$ cat config.mk
export PLATFORM = sky130hd
export DESIGN_NAME = rr_onehot_arbiter_flat
export DESIGN_NICKNAME = d
export VERILOG_FILES = /design/src/rtl/rr_arb_pkg.sv /design/src/rtl/rr_onehot_arbiter_if.sv /design/src/rtl/rr_onehot_arbiter_pick.sv /design/src/rtl/rr_onehot_arbiter.sv /design/src/flat_wrapper.sv
export SDC_FILE = /design/constraint.sdc
export NUM_CORES = 1
export LEC_CHECK = 0
export ABC_CLOCK_PERIOD_IN_PS = 5000
export CORE_MARGIN = 1.5
export CORE_UTILIZATION = 35
export CTS_BUF_LIST = sky130_fd_sc_hd__clkbuf_2
export DETAILED_ROUTE_END_ITERATION = 8
export PLACE_DENSITY = 0.7
export SLEW_MARGIN = 40
export SYNTH_ARGS = -nofsm -noshare
export SYNTH_HDL_FRONTEND = slang
export SYNTH_SLANG_ARGS = --single-unit
$ cat constraint.sdc
create_clock -name clk -period 5 [get_ports clk]
set_input_delay 1 -clock clk [delete_from_list [all_inputs] [get_ports clk]]
set_output_delay 1 -clock clk [all_outputs]
set_load 0.05 [all_outputs]
$ cat src/rtl/rr_arb_pkg.sv
// Shared constants and helpers for the round-robin one-hot arbiter.
package rr_arb_pkg;

  localparam int N_DEF = 8;

  // Pointer width for n sources; never narrower than one bit.
  function automatic int idx_w(input int n);
    return (n < 2) ? 1 : $clog2(n);
  endfunction

  // Advance the round-robin pointer, wrapping n-1 -> 0.
  function automatic int unsigned wrap_inc(input int unsigned p, input int unsigned n);
    return (p >= n - 1) ? 0 : p + 1;
  endfunction

endpackage

$ cat src/rtl/rr_onehot_arbiter_if.sv
// Request/grant bundle between sources, the arbiter and the encoder stage.
interface rr_onehot_arbiter_if
  import rr_arb_pkg::*;
#(
  parameter int N = N_DEF
);

  logic [N-1:0] req;
  logic         gnt_ready;
  logic         gnt_valid;
  logic [N-1:0] gnt_onehot;
  logic [N-1:0] pend;

  // Requesting/consuming side.
  modport master (
    output req, gnt_ready,
    input  gnt_valid, gnt_onehot, pend
  );

  // Arbiter side.
  modport slave (
    input  req, gnt_ready,
    output gnt_valid, gnt_onehot, pend
  );

endinterface

$ cat src/rtl/rr_onehot_arbiter_pick.sv
// Combinational first-set picker: one-hot of the first set bit of i_vec at or
// after i_start, wrapping N-1 -> 0. All-zero when i_vec is empty.
module rr_pick
  import rr_arb_pkg::*;
#(
  parameter int N     = N_DEF,
  parameter int IDX_W = idx_w(N)
) (
  input  logic [N-1:0]     i_vec,
  input  logic [IDX_W-1:0] i_start,
  output logic [N-1:0]     o_onehot
);

  logic w_found;

  // Upper segment [start, N-1] first, then the wrapped segment [0, N-1].
  always_comb begin
    o_onehot = '0;
    w_found  = 1'b0;
    for (int unsigned i = 0; i < N; i++) begin
      if (!w_found && i_vec[i] && (i >= 32'(i_start))) begin
        o_onehot[i] = 1'b1;
        w_found     = 1'b1;
      end
    end
    for (int unsigned i = 0; i < N; i++) begin
      if (!w_found && i_vec[i]) begin
        o_onehot[i] = 1'b1;
        w_found     = 1'b1;
      end
    end
  end

endmodule

$ cat src/rtl/rr_onehot_arbiter.sv
// Round-robin arbiter: sticky pending bits from request pulses, one registered
// one-hot grant at a time over a valid/ready handshake.
module rr_onehot_arbiter
  import rr_arb_pkg::*;
#(
  parameter int N     = N_DEF,
  parameter int IDX_W = idx_w(N)
) (
  input  logic                  clk,
  input  logic                  rst_n,
  rr_onehot_arbiter_if.slave    bus
);

  logic [N-1:0]     r_pend;
  logic [N-1:0]     r_gnt;
  logic             r_valid;
  logic [IDX_W-1:0] r_ptr;

  logic             w_acc;
  logic [N-1:0]     w_acc_mask;
  logic [N-1:0]     w_pend_nxt;
  logic             w_slot_free;
  logic [IDX_W-1:0] w_gnt_idx;
  logic [IDX_W-1:0] w_ptr_nxt;
  logic [N-1:0]     w_pick;

  // Handshake, pending update and pointer advance past the accepted source.
  always_comb begin
    w_gnt_idx = '0;
    for (int unsigned i = 0; i < N; i++) begin
      if (r_gnt[i]) w_gnt_idx = w_gnt_idx | IDX_W'(i);
    end
    w_acc       = r_valid & bus.gnt_ready;
    w_acc_mask  = w_acc ? r_gnt : '0;
    w_pend_nxt  = (r_pend & ~w_acc_mask) | bus.req;
    w_slot_free = ~r_valid | w_acc;
    w_ptr_nxt   = w_acc ? IDX_W'(wrap_inc(32'(w_gnt_idx), N)) : r_ptr;
  end

  rr_pick #(
    .N     (N),
    .IDX_W (IDX_W)
  ) u_pick (
    .i_vec    (w_pend_nxt),
    .i_start  (w_ptr_nxt),
    .o_onehot (w_pick)
  );

  // State registers; grant only reloads when the slot is free, so it holds under backpressure.
  always_ff @(posedge clk or negedge rst_n) begin
    if (!rst_n) begin
      r_pend  <= '0;
      r_gnt   <= '0;
      r_valid <= 1'b0;
      r_ptr   <= '0;
    end else begin
      r_pend <= w_pend_nxt;
      r_ptr  <= w_ptr_nxt;
      if (w_slot_free) begin
        r_valid <= |w_pend_nxt;
        r_gnt   <= w_pick;
      end
    end
  end

  assign bus.gnt_valid  = r_valid;
  assign bus.gnt_onehot = r_gnt;
  assign bus.pend       = r_pend;

endmodule

$ cat src/flat_wrapper.sv
// flat-port wrapper written by rule: the top's interface ports become plain ports
module rr_onehot_arbiter_flat import rr_arb_pkg::*;
#(
  parameter int N     = N_DEF,
  parameter int IDX_W = idx_w(N)
)
  (clk, rst_n, bus_req, bus_gnt_ready, bus_gnt_valid, bus_gnt_onehot, bus_pend);
  rr_onehot_arbiter_if #(.N(N)) bus_i ();
  input  logic clk;
  input  logic rst_n;
  input wire logic [$bits(bus_i.req)-1:0] bus_req;
  input wire logic [$bits(bus_i.gnt_ready)-1:0] bus_gnt_ready;
  output wire logic [$bits(bus_i.gnt_valid)-1:0] bus_gnt_valid;
  output wire logic [$bits(bus_i.gnt_onehot)-1:0] bus_gnt_onehot;
  output wire logic [$bits(bus_i.pend)-1:0] bus_pend;
  assign bus_i.req = bus_req;
  assign bus_i.gnt_ready = bus_gnt_ready;
  assign bus_gnt_valid = bus_i.gnt_valid;
  assign bus_gnt_onehot = bus_i.gnt_onehot;
  assign bus_pend = bus_i.pend;
  rr_onehot_arbiter #(.N(N), .IDX_W(IDX_W)) u_core (.clk(clk), .rst_n(rst_n), .bus(bus_i));
endmodule
==> results of run 1 <==
==> state kept, by name, indices dropped and copies added, names as in the netlist <==
signal and count:
u_core.bus.gnt_onehot 8, u_core.bus.pend 8, u_core.r_ptr 3, u_core.bus.gnt_valid 1
==> synth_stat cells (all sizes together) (2+ instances only) <==
cell type and number:
a21oi 13, o31ai 2, or4 3, a31oi 5
nand2 9, nor2 7, a221oi 2, nor3 4
o21ai 3, buf 3, nand4 3, and2 2
dfrtp 20, o41ai 2, nor4 3, ha 2
nand3 12, inv 10
==> power groups by stage <==
stage / Sequential [mW] / Clock, mW / Combinational (mW)
after floorplan: 0.361 / 0 / 0.328
after global placement: 0.255 / 0 / 0.576
after detailed placement: 0.257 / 0 / 0.575
after CTS: 0.253 / 0.0675 / 0.576
after global routing: 0.260 / 0.0744 / 0.616
final: 0.252 / 0.0657 / 0.582
==> layer usage <==
layer,track usage [%],vias to the layer above
met5,0,-
met4,8.07,0
met3,2.73,4
met2,28.1,43
met1,22.3,526
li1,-,515
==> critical path, cell delays in order (launching register included) <==
cell and delay, ns:
dfrtp_1 0.51, or4_2 0.71, ha_1 0.22, ha_1 0.21
nand3b_1 0.21, o2bb2ai_4 0.36, a2111oi_1 0.17, o41ai_4 0.55
a31oi_1 0.17, o41ai_2 0.29
==> path summary, 6_finish.rpt <==
check	endpoint	depth (start not counted)	slack, ns	start
min	u_core.bus.pend[6]	2	0.57	u_core.bus.pend[6]
max	u_core.bus.gnt_onehot[1]	9	1.52	u_core.bus.gnt_onehot[6]
min reg2reg	u_core.bus.pend[6]	2	0.57	u_core.bus.pend[6]
max reg2reg	u_core.bus.gnt_onehot[1]	9	1.52	u_core.bus.gnt_onehot[6]
max in group asynchronous	u_core.bus.gnt_onehot[3]	1	4.10	rst_n
min in group asynchronous	u_core.bus.pend[7]	1	0.59	rst_n
==> cells by family after synthesis <==
kind of cell / share of synthesized area (%)
flip-flops: 42.4
adder cells (fa/ha/maj): 2.12
buffers and inverters: 5.72
multiplexers: 0.847
AND/OR/NAND/NOR: 22.7
AO/OA/AOI/OAI: 26.3
==> per-stage QoR <==
step	total power [mW]	util (%)	instance area [um^2]
floorplan	0.689	-	1180
global placement	0.831	47.2	1480
detailed placement	0.832	47.0	1470
CTS	0.897	47.5	1490
global route	0.950	47.5	1490
finish	0.900	47.5	1490
==> cells in the final DEF (no fill, tap or decap), types with 3 or more instances in the layout <==
master,count
nand4_1,3
nor2_1,6
inv_1,9
dfrtp_1,20
nor4_1,3
nor3_1,4
a31oi_1,5
a21oi_1,12
clkdlybuf4s50_1,26
nand2_1,9
clkbuf_2,3
nand3_1,12
==> area by class of cell <==
class	count	area [um^2]
Tap cell	44	55.1
Inverter	10	37.5
Clock buffer	3	15.0
Timing Repair Buffer	27	265
Fill cell	298	1640
Sequential cell	20	500
Multi-Input combinational cell	88	613
==> impl_metrics.csv, run 1 <==
group,metric,value,unit
run_status,status,"finished clean",
synthesis,ys_seq_area_share,42.4,%
synthesis,synthFlopType,"dfrtp_1",
power_and_ir_drop,leakagePower,0.555,nW
route,wl,2.99,mm
clock_network,cts_buffer_depth,2,
route,routed.top_layer,"met4",
global_route,grt_max_degree,21,
global_route,antenna_found_initial,0,
worst_setup_path,critPathMaxFanout,11,
synthesis,synth_warnings,0,
synthesis,synth_edf_count,0,
worst_setup_path,startpoint_type,"flop",
placement,gp_congestion,0.877,
synthesis,synthCells,122,
floorplan,rows,20,
cells_and_area,fin_nets,163,
power_and_ir_drop,ir_drop,146,uV
timing,setup_tns,0,ns
power_and_ir_drop,p_seq_share,28.0,%
timing,finalMaxSlewViolations,0,
clock_network,postCtsSetupBuffers,0,
clock_network,cts_resized,0,
timing,period_minus_slack,3.48,ns
route,drt-met1-wl,1.34,mm
route,vias_per_cell,5.67,
timing,setup_violations,0,
route,dr_wl_met3,164,um
clock_network,htreeDepth,1,
clock_network,cts_sinks,20,
route,met2WireLength,1.44,mm
power_and_ir_drop,combPwrFrac,64.7,%
clock_network,clock_latency,0.32,ns
timing,fin_crit_sh,69.7,%
worst_setup_path,critPathArrivalTime,3.72,ns
synthesis,synth_fp_nets,135,
timing,worst_slew_pin_slew,0.847,ns
timing,fin_skew,0.00326,ns
synthesis,yosysTopAreaCell,"dfrtp_1",
global_route,track_usage,17.2,%
floorplan,die_y,61.1,um
power_and_ir_drop,pwr-share-clk,7.3,%
clock_network,path_clk_slew,0.18,ns
synthesis,synth.ff_latch_count,20,
floorplan,io_pins,28,
worst_setup_path,crit_type,"reg2reg",
clock_network,root_buffer,"clkbuf_2",
route,vias,1088,
global_route,grt_pass1_vias,1055,
power_and_ir_drop,p_per_area,605,nW/um^2
placement,post-place-ws,1.31,ns
floorplan,initial_core_util,37.8,%
clock_network,numCtsBuffers,3,
cells_and_area,drive_gt1_share,10.8,%
synthesis,avgSynthCellArea,9.68,um^2
timing,rsz0062_at_grt,"false",
route,dr.pass1.iters,4,
timing,maxSlewHeadroom,43.4,%
timing,timing.final.ws_setup,1.52,ns
floorplan,die_x,61.1,um
cells_and_area,syn2layout_area_growth,25.8,%
worst_setup_path,end_kind,"flop",
cells_and_area,final_cells,192,
power_and_ir_drop,swShare,51.9,%
timing,fin_hold_ws,0.573,ns
synthesis,syn_area,1180,um^2
synthesis,synth_cell_type_count,45,
synthesis,yosysTopAreaCellShare,42.4,%
route,dr.first_iter.drc_count,74,
hold_path,hold_path_class,"reg2reg",
route,wl_per_cell,15.6,um
floorplan,die-area,3730,um^2
route,ant_nets,0,
timing,hold_viol,0,
route,drc_errors,0,
power_and_ir_drop,p_switching,0.466,mW
floorplan,design.core.area,3130,um^2
placement,dpl.cell_count,189,
placement,dp_hpwl,2.25,mm
clock_network,cts_tree,"yes",
global_route,grt_pass1_wl,4.71,mm
global_route,overflow,0,
clock_network,cts_hold_buffers,0,
power_and_ir_drop,p_int,0.433,mW
flow_run,max-cap-violations,0,
placement,portBuffers,27,
worst_setup_path,cp_data_required_time,5.24,ns
cells_and_area,n_antenna_cell,0,
synthesis,synthTopCellsByArea,"dfrtp_1 (42%), a21oi_1 (5.1%), nand3_1 (5.1%)",
synthesis,async_flop_share,100,%
timing,max_freq,287,MHz
No activity file was read; power rests on OpenSTA's default activity.
==> run 2, diff against run 1 <==
- ABC_CLOCK_PERIOD_IN_PS: 5000 -> 3100
- PLACE_DENSITY: 0.7 -> 0.72
- clock period: 5 -> 3.1 ns (I/O delays scaled with it)
==> impl_metrics.csv, run 2 (synthesis gave the netlist of run 1 again) <==
group,metric,value,unit
floorplan,die-area,3730,um^2
global_route,antenna_found_initial,0,
route,vias,1240,
power_and_ir_drop,power,1.79,mW
timing,finalMaxSlewViolations,0,
power_and_ir_drop,p_seq_share,21.7,%
floorplan,rows,20,
floorplan,die_x,61.1,um
route,vias_per_cell,5.69,
global_route,overflow,0,
power_and_ir_drop,p_int,0.934,mW
clock_network,cts_tree,"yes",
timing,maxSlewHeadroom,53.3,%
timing,fin_hold_ws,0.210,ns
cells_and_area,n_antenna_cell,0,
worst_setup_path,cpPeakStageDelay,0.58,ns
worst_setup_path,r2r_start,"u_core.bus.gnt_onehot[1]",
worst_setup_path,crit_buf_inv,3,
placement,gp_congestion,0.932,
cells_and_area,final_cells,218,
global_route,grt_max_degree,21,
route,dr.first_iter.drc_count,56,
timing,period_minus_slack,2.96,ns
floorplan,die_y,61.1,um
worst_setup_path,path_cells,"or4_4 > ha_4 > ha_2 > nand3b_1 > o2bb2ai_4 > buf_4 > a2111oi_2 > o41ai_4 > buf_4 > buf_4 > nand4_1 > o211ai_1",
clock_network,numCtsBuffers,3,
run_status,status,"finished clean",
route,wl,3.56,mm
worst_setup_path,reg2reg_slack,0.14,ns
clock_network,path_clk_slew,0.20,ns
global_route,track_usage,21.2,%
worst_setup_path,critPathArrivalTime,3.21,ns
timing,hold_viol,0,
worst_setup_path,end_kind,"flop",
placement,dpl.cell_count,207,
clock_network,clock_latency,0.32,ns
cells_and_area,final_common_cell,"clkdlybuf4s50_1",
timing,fin_skew,0.0113,ns
worst_setup_path,startpoint_type,"flop",
timing,worst_slew_pin_slew,0.699,ns
worst_setup_path,ff2ff_path_depth,12,
worst_setup_path,rr_endpoint,"u_core.bus.gnt_onehot[6]",
hold_path,hold_path_class,"in2async",
worst_setup_path,critPathMaxFanout,5,
power_and_ir_drop,pwr-share-clk,6.2,%
worst_setup_path,cp_common_cell,"buf_4",
cells_and_area,post-route-util,54.8,%
route,ant_nets,0,
floorplan,io_pins,28,
clock_network,cts_hold_buffers,0,
placement,dp_hpwl,2.65,mm
clock_network,root_buffer,"clkbuf_2",
timing,setup_violations,0,
worst_setup_path,crit_type,"reg2reg",
floorplan,initial_core_util,37.8,%
cells_and_area,layout_common_cells,"clkdlybuf4s50_1 (26), buf_4 (24), dfrtp_1 (17)",
power_and_ir_drop,combPwrFrac,72.1,%
timing,fin_crit_sh,95.5,%
power_and_ir_drop,p_switching,0.854,mW
worst_setup_path,slowest_stage,"or4_4",
floorplan,design.core.area,3130,um^2
route,drc_errors,0,
global_route,grt_pass1_wl,5.86,mm
clock_network,htreeDepth,1,
global_route,grt_pass1_vias,1240,
power_and_ir_drop,ir_drop,398,uV
worst_setup_path,path_delay_family,"simple AND/OR/NAND/NOR gates",
placement,portBuffers,27,
clock_network,cts_buffer_depth,2,
power_and_ir_drop,swShare,47.8,%
timing,max_freq,338,MHz
cells_and_area,syn2layout_area_growth,45.0,%
route,dr.pass1.iters,4,
clock_network,cts_sinks,20,
cells_and_area,fin_nets,188,
power_and_ir_drop,leakagePower,0.683,nW
cells_and_area,drive_gt1_share,27.6,%
worst_setup_path,cp_data_required_time,3.35,ns
flow_run,max-cap-violations,0,
route,wl_per_cell,16.3,um
power_and_ir_drop,p_per_area,1040,nW/um^2
## run 2: cell count changes in the layout (fill, tap and decap cells not counted), sizes merged
cell and delta:
clkinv +1, buf +25
## run 2: area by class of cell
type,count,area [um^2]
Clock inverter,1,3.75
Sequential cell,20,504
Multi-Input combinational cell,88,641
Inverter,10,37.5
Timing Repair Buffer,52,457
Clock buffer,3,15.0
Fill cell,290,1420
Tap cell,44,55.1
## run 2: power groups by stage
| stage | logic (mW) | registers [mW] | clock network [mW] |
|---|---|---|---|
| 5_1_grt | 1.37 | 0.398 | 0.125 |
| 4_1_cts | 1.15 | 0.387 | 0.111 |
| 6_report | 1.29 | 0.388 | 0.110 |
| 3_5_place_dp | 1.12 | 0.393 | 0 |
| 3_3_place_gp | 1.09 | 0.392 | 0 |
| 2_1_floorplan | 0.528 | 0.586 | 0 |
## run 2: how the worst max path moves through the flow
stage,endpoint,from,cells after the start,slack [ns]
floorplan,u_core.bus.gnt_onehot[1],u_core.bus.gnt_onehot[6],8,0.03
detailed placement,u_core.bus.gnt_onehot[1],u_core.bus.gnt_onehot[6],8,-0.005
finish,u_core.bus.gnt_onehot[6],u_core.bus.gnt_onehot[1],12,0.14
CTS,u_core.bus.gnt_onehot[1],u_core.bus.gnt_onehot[6],10,0.007
global placement,u_core.bus.gnt_onehot[3],u_core.bus.gnt_onehot[6],9,0.10
global route,u_core.bus.gnt_onehot[5],u_core.bus.gnt_onehot[1],11,-0.01
## run 2: per-stage QoR
step | TNS, ns | setup slack (ns) | area, um^2
2_1_floorplan | 0 | 0.0286 | 1180
3_3_place_gp | 0 | 0.105 | 1620
3_5_place_dp | -0.00540 | -0.00540 | 1610
4_1_cts | 0 | 0.00677 | 1640
5_1_grt | -0.0134 | -0.0134 | 1710
6_report | 0 | 0.141 | 1710
## run 2: repair_timing
action,in CTS,in global routing
pin swaps,1,5
gates cloned,0,0
setup buffers,2,5
endpoints found under the setup margin,2,8
resized for setup,0,7
## run 2: per-layer routing
layer | up-vias | part of all wire (%) | GRT usage (%)
met5 | - | 0 | 0
met4 | 0 | 1.7 | 7.14
met3 | 10 | 6.9 | 3.36
met2 | 58 | 48 | 35.7
met1 | 603 | 43 | 27.6
li1 | 569 | - | -
